<file path="config.mk">
export PLATFORM = sky130hd
export DESIGN_NAME = jk_mod_counter
export DESIGN_NICKNAME = d
export VERILOG_FILES = /design/src/rtl/jk_cnt_pkg.sv /design/src/rtl/jk_cell.sv /design/src/rtl/jk_mod_counter.sv
export SDC_FILE = /design/constraint.sdc
export NUM_CORES = 1
export LEC_CHECK = 0
export BUFFER_PORTS_ARGS = -buffer_cell sky130_fd_sc_hd__buf_4
export CORE_AREA = 2 2 39 41
export DETAILED_ROUTE_END_ITERATION = 7
export DIE_AREA = 0 0 41 43
export PLACE_DENSITY = 0.74
export SYNTH_ARGS = -nofsm -noshare
export SYNTH_HDL_FRONTEND = slang
export SYNTH_SLANG_ARGS = --single-unit
</file>
<file path="constraint.sdc">
create_clock -name clk -period 3.45 [get_ports clk]
set_input_delay 0.345 -clock clk [delete_from_list [all_inputs] [get_ports clk]]
set_output_delay 0.345 -clock clk [all_outputs]
set_load 0.02 [all_outputs]
</file>
<file path="src/rtl/jk_cnt_pkg.sv">
// ============================================================================
// jk_cnt_pkg : mode encodings and JK next-state helper for jk_mod_counter
// Revision   : 1.0
// ============================================================================
`default_nettype none

package jk_cnt_pkg;

  typedef logic [1:0] mode_t;

  localparam mode_t MODE_HOLD = 2'b00;
  localparam mode_t MODE_UP   = 2'b01;
  localparam mode_t MODE_DOWN = 2'b10;
  localparam mode_t MODE_JK   = 2'b11;

  // Characteristic equation of a JK flip-flop.
  function automatic logic jk_next(input logic q, input logic j, input logic k);
    return (j & ~q) | (~k & q);
  endfunction

endpackage

`default_nettype wire

</file>
<file path="src/rtl/jk_cell.sv">
// ============================================================================
// jk_cell  : one-bit JK flip-flop, synchronous active-low reset, clock enable
// Revision : 1.0
// ============================================================================
`default_nettype none

module jk_cell
  import jk_cnt_pkg::*;
(
  input  logic clk,
  input  logic rst_n,
  input  logic ce,
  input  logic j,
  input  logic k,
  output logic q
);

  logic q_q;
  logic q_d;

  always_comb begin
    q_d = q_q;
    if (ce) begin
      q_d = jk_next(q_q, j, k);
    end
  end

  always_ff @(posedge clk) begin
    if (!rst_n) begin
      q_q <= 1'b0;
    end else begin
      q_q <= q_d;
    end
  end

  assign q = q_q;

endmodule

`default_nettype wire

</file>
<file path="src/rtl/jk_mod_counter.sv">
// ============================================================================
// jk_mod_counter : modulo up/down counter, loadable register and per-bit JK
//                  register built from WIDTH jk_cell instances.
// Option         : JK_CNT_SAT_EN - saturate at the limits instead of wrapping.
// Revision       : 1.0
// ============================================================================
`default_nettype none

module jk_mod_counter
  import jk_cnt_pkg::*;
#(
  parameter int WIDTH   = 4,
  parameter int MODULUS = 10
) (
  input  logic             clk,
  input  logic             rst_n,
  input  logic             en,
  input  logic [1:0]       mode,
  input  logic             load,
  input  logic [WIDTH-1:0] d,
  input  logic [WIDTH-1:0] j,
  input  logic [WIDTH-1:0] k,
  output logic [WIDTH-1:0] q,
  output logic [WIDTH-1:0] qn,
  output logic             tc
);

  if ((WIDTH < 1) || (WIDTH > 16) || (MODULUS < 2) || (MODULUS > (2 ** WIDTH))) begin : g_param_check
    $error("jk_mod_counter: illegal WIDTH/MODULUS combination");
  end

  localparam logic [WIDTH-1:0] c_mod_max = WIDTH'(MODULUS - 1);
  localparam logic [WIDTH:0]   c_modulus = (WIDTH + 1)'(MODULUS);

  logic [WIDTH-1:0] w_q;
  logic [WIDTH-1:0] w_load_val;
  logic [WIDTH-1:0] w_up_val;
  logic [WIDTH-1:0] w_down_val;
  logic [WIDTH-1:0] w_j;
  logic [WIDTH-1:0] w_k;
  logic             w_ce;

  assign w_load_val = ({1'b0, d} >= c_modulus) ? c_mod_max : d;

  // Count targets; anything above c_mod_max only arises from JK mode.
  always_comb begin
    w_up_val = w_q + WIDTH'(1);
    if (w_q >= c_mod_max) begin
`ifdef JK_CNT_SAT_EN
      w_up_val = c_mod_max;
`else
      w_up_val = '0;
`endif
    end
  end

  always_comb begin
    w_down_val = w_q - WIDTH'(1);
    if (w_q > c_mod_max) begin
      w_down_val = c_mod_max;
    end else if (w_q == '0) begin
`ifdef JK_CNT_SAT_EN
      w_down_val = '0;
`else
      w_down_val = c_mod_max;
`endif
    end
  end

  // Counting drives J=K=toggle on exactly the bits that must change.
  always_comb begin
    w_ce = 1'b1;
    w_j  = '0;
    w_k  = '0;
    if (load) begin
      w_j = w_load_val;
      w_k = ~w_load_val;
    end else if (!en) begin
      w_ce = 1'b0;
    end else begin
      case (mode)
        MODE_HOLD: w_ce = 1'b0;
        MODE_UP: begin
          w_j = w_q ^ w_up_val;
          w_k = w_q ^ w_up_val;
        end
        MODE_DOWN: begin
          w_j = w_q ^ w_down_val;
          w_k = w_q ^ w_down_val;
        end
        MODE_JK: begin
          w_j = j;
          w_k = k;
        end
      endcase
    end
  end

  for (genvar i = 0; i < WIDTH; i++) begin : g_cell
    jk_cell u_cell (
      .clk   (clk),
      .rst_n (rst_n),
      .ce    (w_ce),
      .j     (w_j[i]),
      .k     (w_k[i]),
      .q     (w_q[i])
    );
  end

  assign q  = w_q;
  assign qn = ~w_q;
  assign tc = en & ~load & (((mode == MODE_UP) & (w_q == c_mod_max)) |
                            ((mode == MODE_DOWN) & (w_q == '0)));

endmodule

`default_nettype wire

</file>
# ---- Word level (Yosys, flattened, before mapping)
# Cells that the tools add are included.
dict set report op_classes {
  n_addsub 2
  n_lt_le_gt_ge 3
  n_eq_ne 4
  n_mux 13
  bitwise_logic 30
  reduce_logical 2
}
# op n
set op_table {}
lappend op_table {{$mux 4} 8}
lappend op_table {{$pmux 4 s3} 2}
lappend op_table {{$and 1x1->1} 12}
lappend op_table {{$not 1->1} 9}
lappend op_table {{$ge 4x4->1 const B} 2}
lappend op_table {{$not 4->4} 2}
lappend op_table {{$xor 4x4->4} 2}
lappend op_table {{$or 1x1->1} 5}
lappend op_table {{$add 4x1->4 const B} 1}
lappend op_table {{$eq 2x2->1 const B} 2}
lappend op_table {{$eq 4x4->1 const B} 1}
lappend op_table {{$gt 4x4->1 const B} 1}
lappend op_table {{$logic_not 4->1} 1}
lappend op_table {{$sub 4x1->4 const B} 1}
lappend op_table {{$mux 1} 3}
lappend op_table {{$eq 2x1->1 const B} 1}
lappend op_table {{$logic_not 2->1} 1}
dict set report word_totals {
  register_bits 4
  wordCells 58
}

# ---- Depth between registers and ports, before layout
dict set report logic_depth {
  word_depth 10
  mapped_depth 6
  ltp_nobuf 5
}

# ---- Hierarchy
# A second synthesis with hierarchy kept.
dict set report unflattened {
  hier_cells 83
  hier_area_um2 559.3
}
# mod instances cells_each area_each_um2 seq_area_each_um2
set modules_own_cells {}
lappend modules_own_cells {jk_mod_counter 1 67 389.1 0.0}
lappend modules_own_cells {jk_cell 4 4 42.5 20.0}

# ---- Worst setup path before layout
# Ideal clock, no wire load.
dict set report synth_path {
  kind {register to output}
  from {register g_cell[3].u_cell.q_q}
  to {output tc}
  t_arrival_ps 1313
  required_time_ps 3105
  path_slack_ps 1792
  stages_incl_launch_ff 5
  n_path_buf 1
  cell_sequence {dfxtp_1 buf_2 nor3_1 a31oi_1 nor4_1}
}
dict set report synth_via {
  elab_chain_cells 4
}
# item line
set synth_rtl {}
lappend synth_rtl {{start: declaration} jk_cell.sv:18} ;# logic q_q;
lappend synth_rtl {{start signal: assignment} jk_cell.sv:32} ;# q_q <= q_d;
lappend synth_rtl {{$eq 4x4->1 or $logic_not 4->1 (tied branches)} {jk_mod_counter.sv:112, jk_mod_counter.sv:113}}
lappend synth_rtl {{$and 1x1->1, on equally long branches} {jk_mod_counter.sv:112, jk_mod_counter.sv:113}}
lappend synth_rtl {{$or 1x1->1 (*)} jk_mod_counter.sv:112} ;# assign tc = en & ~load & (((mode == MODE_UP) & (w_q == c_mod_max)) |
lappend synth_rtl {{$and 1x1->1 (*)} jk_mod_counter.sv:112}
lappend synth_rtl {{end: declaration} jk_mod_counter.sv:25} ;# output logic tc
# Every way passes the cells marked *; elsewhere a longest branch is shown, timed or not.

# ---- Final worst setup path
dict set report layout_path {
  from {register g_cell[0].u_cell.q_q}
  to {output tc}
}
dict set report layout_via {
  elab_chain_cells 4
}
# item line
set layout_rtl {}
lappend layout_rtl {{start: declaration} jk_cell.sv:18}
lappend layout_rtl {{start signal: assignment} jk_cell.sv:32}
lappend layout_rtl {{$eq 4x4->1 or $logic_not 4->1 (tied branches)} {jk_mod_counter.sv:112, jk_mod_counter.sv:113}}
lappend layout_rtl {{$and 1x1->1, on equally long branches} {jk_mod_counter.sv:112, jk_mod_counter.sv:113}}
lappend layout_rtl {{$or 1x1->1 (*)} jk_mod_counter.sv:112}
lappend layout_rtl {{$and 1x1->1 (*)} jk_mod_counter.sv:112}
# Marks and branches as above.

==> metrics <==
sum of net half-perimeters after detailed placement=approximately 1200 um; post-route minimum period=around 1700 ps; Std-Cell Rows=14; worst clock skew on the final layout=1.92 ps; Tightest Pin Transition=between 400 and 500 ps; portion of the clock cycle consumed by the worst path in the final layout=0.493; Net Sw Frac=0.360; total of max-cap violations=0; worst min-delay path class=input pin to flop; Final nets=118; Leakage Power=just over 0.3 nW; DR vias/cell=~6; First-pass DRT Iterations=3; Die X=approximately 41 um; synth-to-layout area growth=31.0%; global-route wire length before repair=between 2000 and 2500 um; gr busiest metal=met2; number of warnings printed during yosys synthesis=0; routed length per instance=13.5 um; sinks on the clock net=4; Post-CTS Resized=0; internal portion of total power=~0.13 mW; standard cell area after detailed placement=~690 sq um; CP Max Fanout=14; Clock transition at path regs=40 ps; routability congestion estimate from global placement=between 0.7 and 0.8; routing usage on met1=0.270; sequential group share of total power=0.311; total of buffers placed on input and output ports=26; vias after detailed routing=approximately 670; Worst setup SP type=flop; ant diodes=0; Switch Pwr=0.0716 mW; post-detailed-route DRC marker count=0; clock tree from TritonCTS=built; netlist area before placement=~540 sq um; post-route core utilization=0.515; Post-Synthesis Net Count=97; source of the critical timing path=g_cell[0].u_cell.q$_SDFFE_PN0P_; total grt overflow=0; vias in the first global route=592; commonest non-fill, non-tap cells in the layout=buf_4, inv_1, nand3_1, o21ai_0; Placeable Area=1380 sq um; cells after synthesis=79; worst reg2reg setup slack=1810 ps; part of the total power dissipated in combinational logic=0.403; post-route worst hold slack=between 300 and 400 ps; met2 GRT Util=0.322; Power per Cell Area=between 200 and 300 nW/um^2; FF-to-FF Start=g_cell[3].u_cell.q$_SDFFE_PN0P_; largest net degree at the start of global routing=17; setup repair after global routing missed its margin=no; detailed-route wire length=1530 um; ratio of cells with drive above 1 in the final layout=0.306; synth unique cells=33; CTS HTree Levels=1; initial core utilization=0.393; final setup violation count=0; Hold Crit Start=rst_n; Async S/R FF share, synth=0; worst vdd ir=roughly 0.14 mV; most common cell after layout, fill and taps aside=buf_4; maximum number of buffers from clock root to sink=2; max-slew headroom at the worst pin=0.691; cell at the root of the clock tree=clkbuf_4; Achievable Freq=between 0.5 and 0.6 GHz; outcome=finished, final reports clean; fraction of the yosys area taken by sequential cells=0.147; Avg Synthesized Cell Area=~6.9 sq um; postcts setup bufs=0; number of buffers created by CTS=3; count of state elements after synthesis=4; arrival time at the worst endpoint=about 1400 ps; Largest register FFs=4; critical setup path kind=flop to output port; number of hold-repair buffers added at the cts stage=0; Boundary Pins=27; die footprint=1760 sq um; number of DRC violations after detailed-routing iteration 0=9; final number of max-transition violations=0; worst skew pair latency=approximately 230 ps; final instance area=slightly above 700 sq um; Total Neg Setup Slack=0 ps; number of nets with antenna violations after routing=0; overall fraction of global-route tracks in use=0.200; initial antenna violation count=0; floorplan die height=about 43 um; endpoint class of the critical path=output port; Clk pwr share=0.286; met3 Use GR=0.0314; count of flip-flops with a built-in enable after synthesis=0; number of hold-slack violations in the final timing report=0; Primary FF master, synth=dfxtp_1; required time reported for the critical path endpoint=between 3000 and 4000 ps
-- cell usage after synthesis, drive strengths merged (2+ instances only) --
cell type,instances,area (sq um)
a21oi,4,20.0
nand3,6,30.0
inv,6,22.5
dfxtp,4,80.1
nand2,4,15.0
o21ai,8,40.0
o211ai,2,15.0
a311oi,3,26.3
nor3,2,10.0
nor2b,4,25.0
a21o,3,22.5
o31ai,2,15.0
buf,10,68.8
a31oi,3,18.8
nor2,3,11.3
-- worst max-delay path, cell delays in order (launching register included) --
cell     delay (ps)
dfxtp_1         600
a31oi_1         140
nor4_1          200
buf_4           190
-- layout make-up --
type                    instances  area, sq um
repair buffers                 26          195
well taps                      16         20.0
inverters                       6         22.5
flip-flops and latches          4         80.1
multi-input cells              59          373
clock buffers                   3         22.5
fillers                       153          671
-- routing by layer --
layer / vias to the layer above / part of all wire
li1: 334 / -
met2: 16 / 0.49
met1: 321 / 0.46
met3: 0 / 0.046
met5: - / 0
met4: 0 / 0
-- per-stage QoR --
step	power (mW)	instances	setup slack (ps)
2_1_floorplan	0.113	79	1790
3_3_place_gp	0.141	111	1850
3_5_place_dp	0.142	111	1830
4_1_cts	0.200	114	1730
5_1_grt	0.214	114	1600
6_report	0.199	114	1750
-- logic make-up (layout without fill, tap and decap cells) --
family	after synthesis	after routing	synth area share
buffers and inverters	16	35	0.168
and+or+nand+nor	25	25	0.241
DFF	4	4	0.147
xor gates and xnor gates	1	1	0.0161
AOI/OAI and AO/OA	33	33	0.428
-- worst paths after layout --
path	cells after the start	endpoint
worst max register to register	5	g_cell[2].u_cell.q$_SDFFE_PN0P_
worst max-delay path	3	tc
worst min register to register	2	g_cell[1].u_cell.q$_SDFFE_PN0P_
worst min-delay path	2	g_cell[2].u_cell.q$_SDFFE_PN0P_
-- power groups by stage --
stage               clock, mW  sequential (mW)  combinational [mW]
floorplan                   0           0.0531              0.0600
global placement            0           0.0624              0.0790
detailed placement          0           0.0624              0.0799
CTS                    0.0585           0.0617              0.0802
global route           0.0633           0.0633              0.0878
finish                 0.0570           0.0619              0.0803
(Power assumes the default switching activity.)
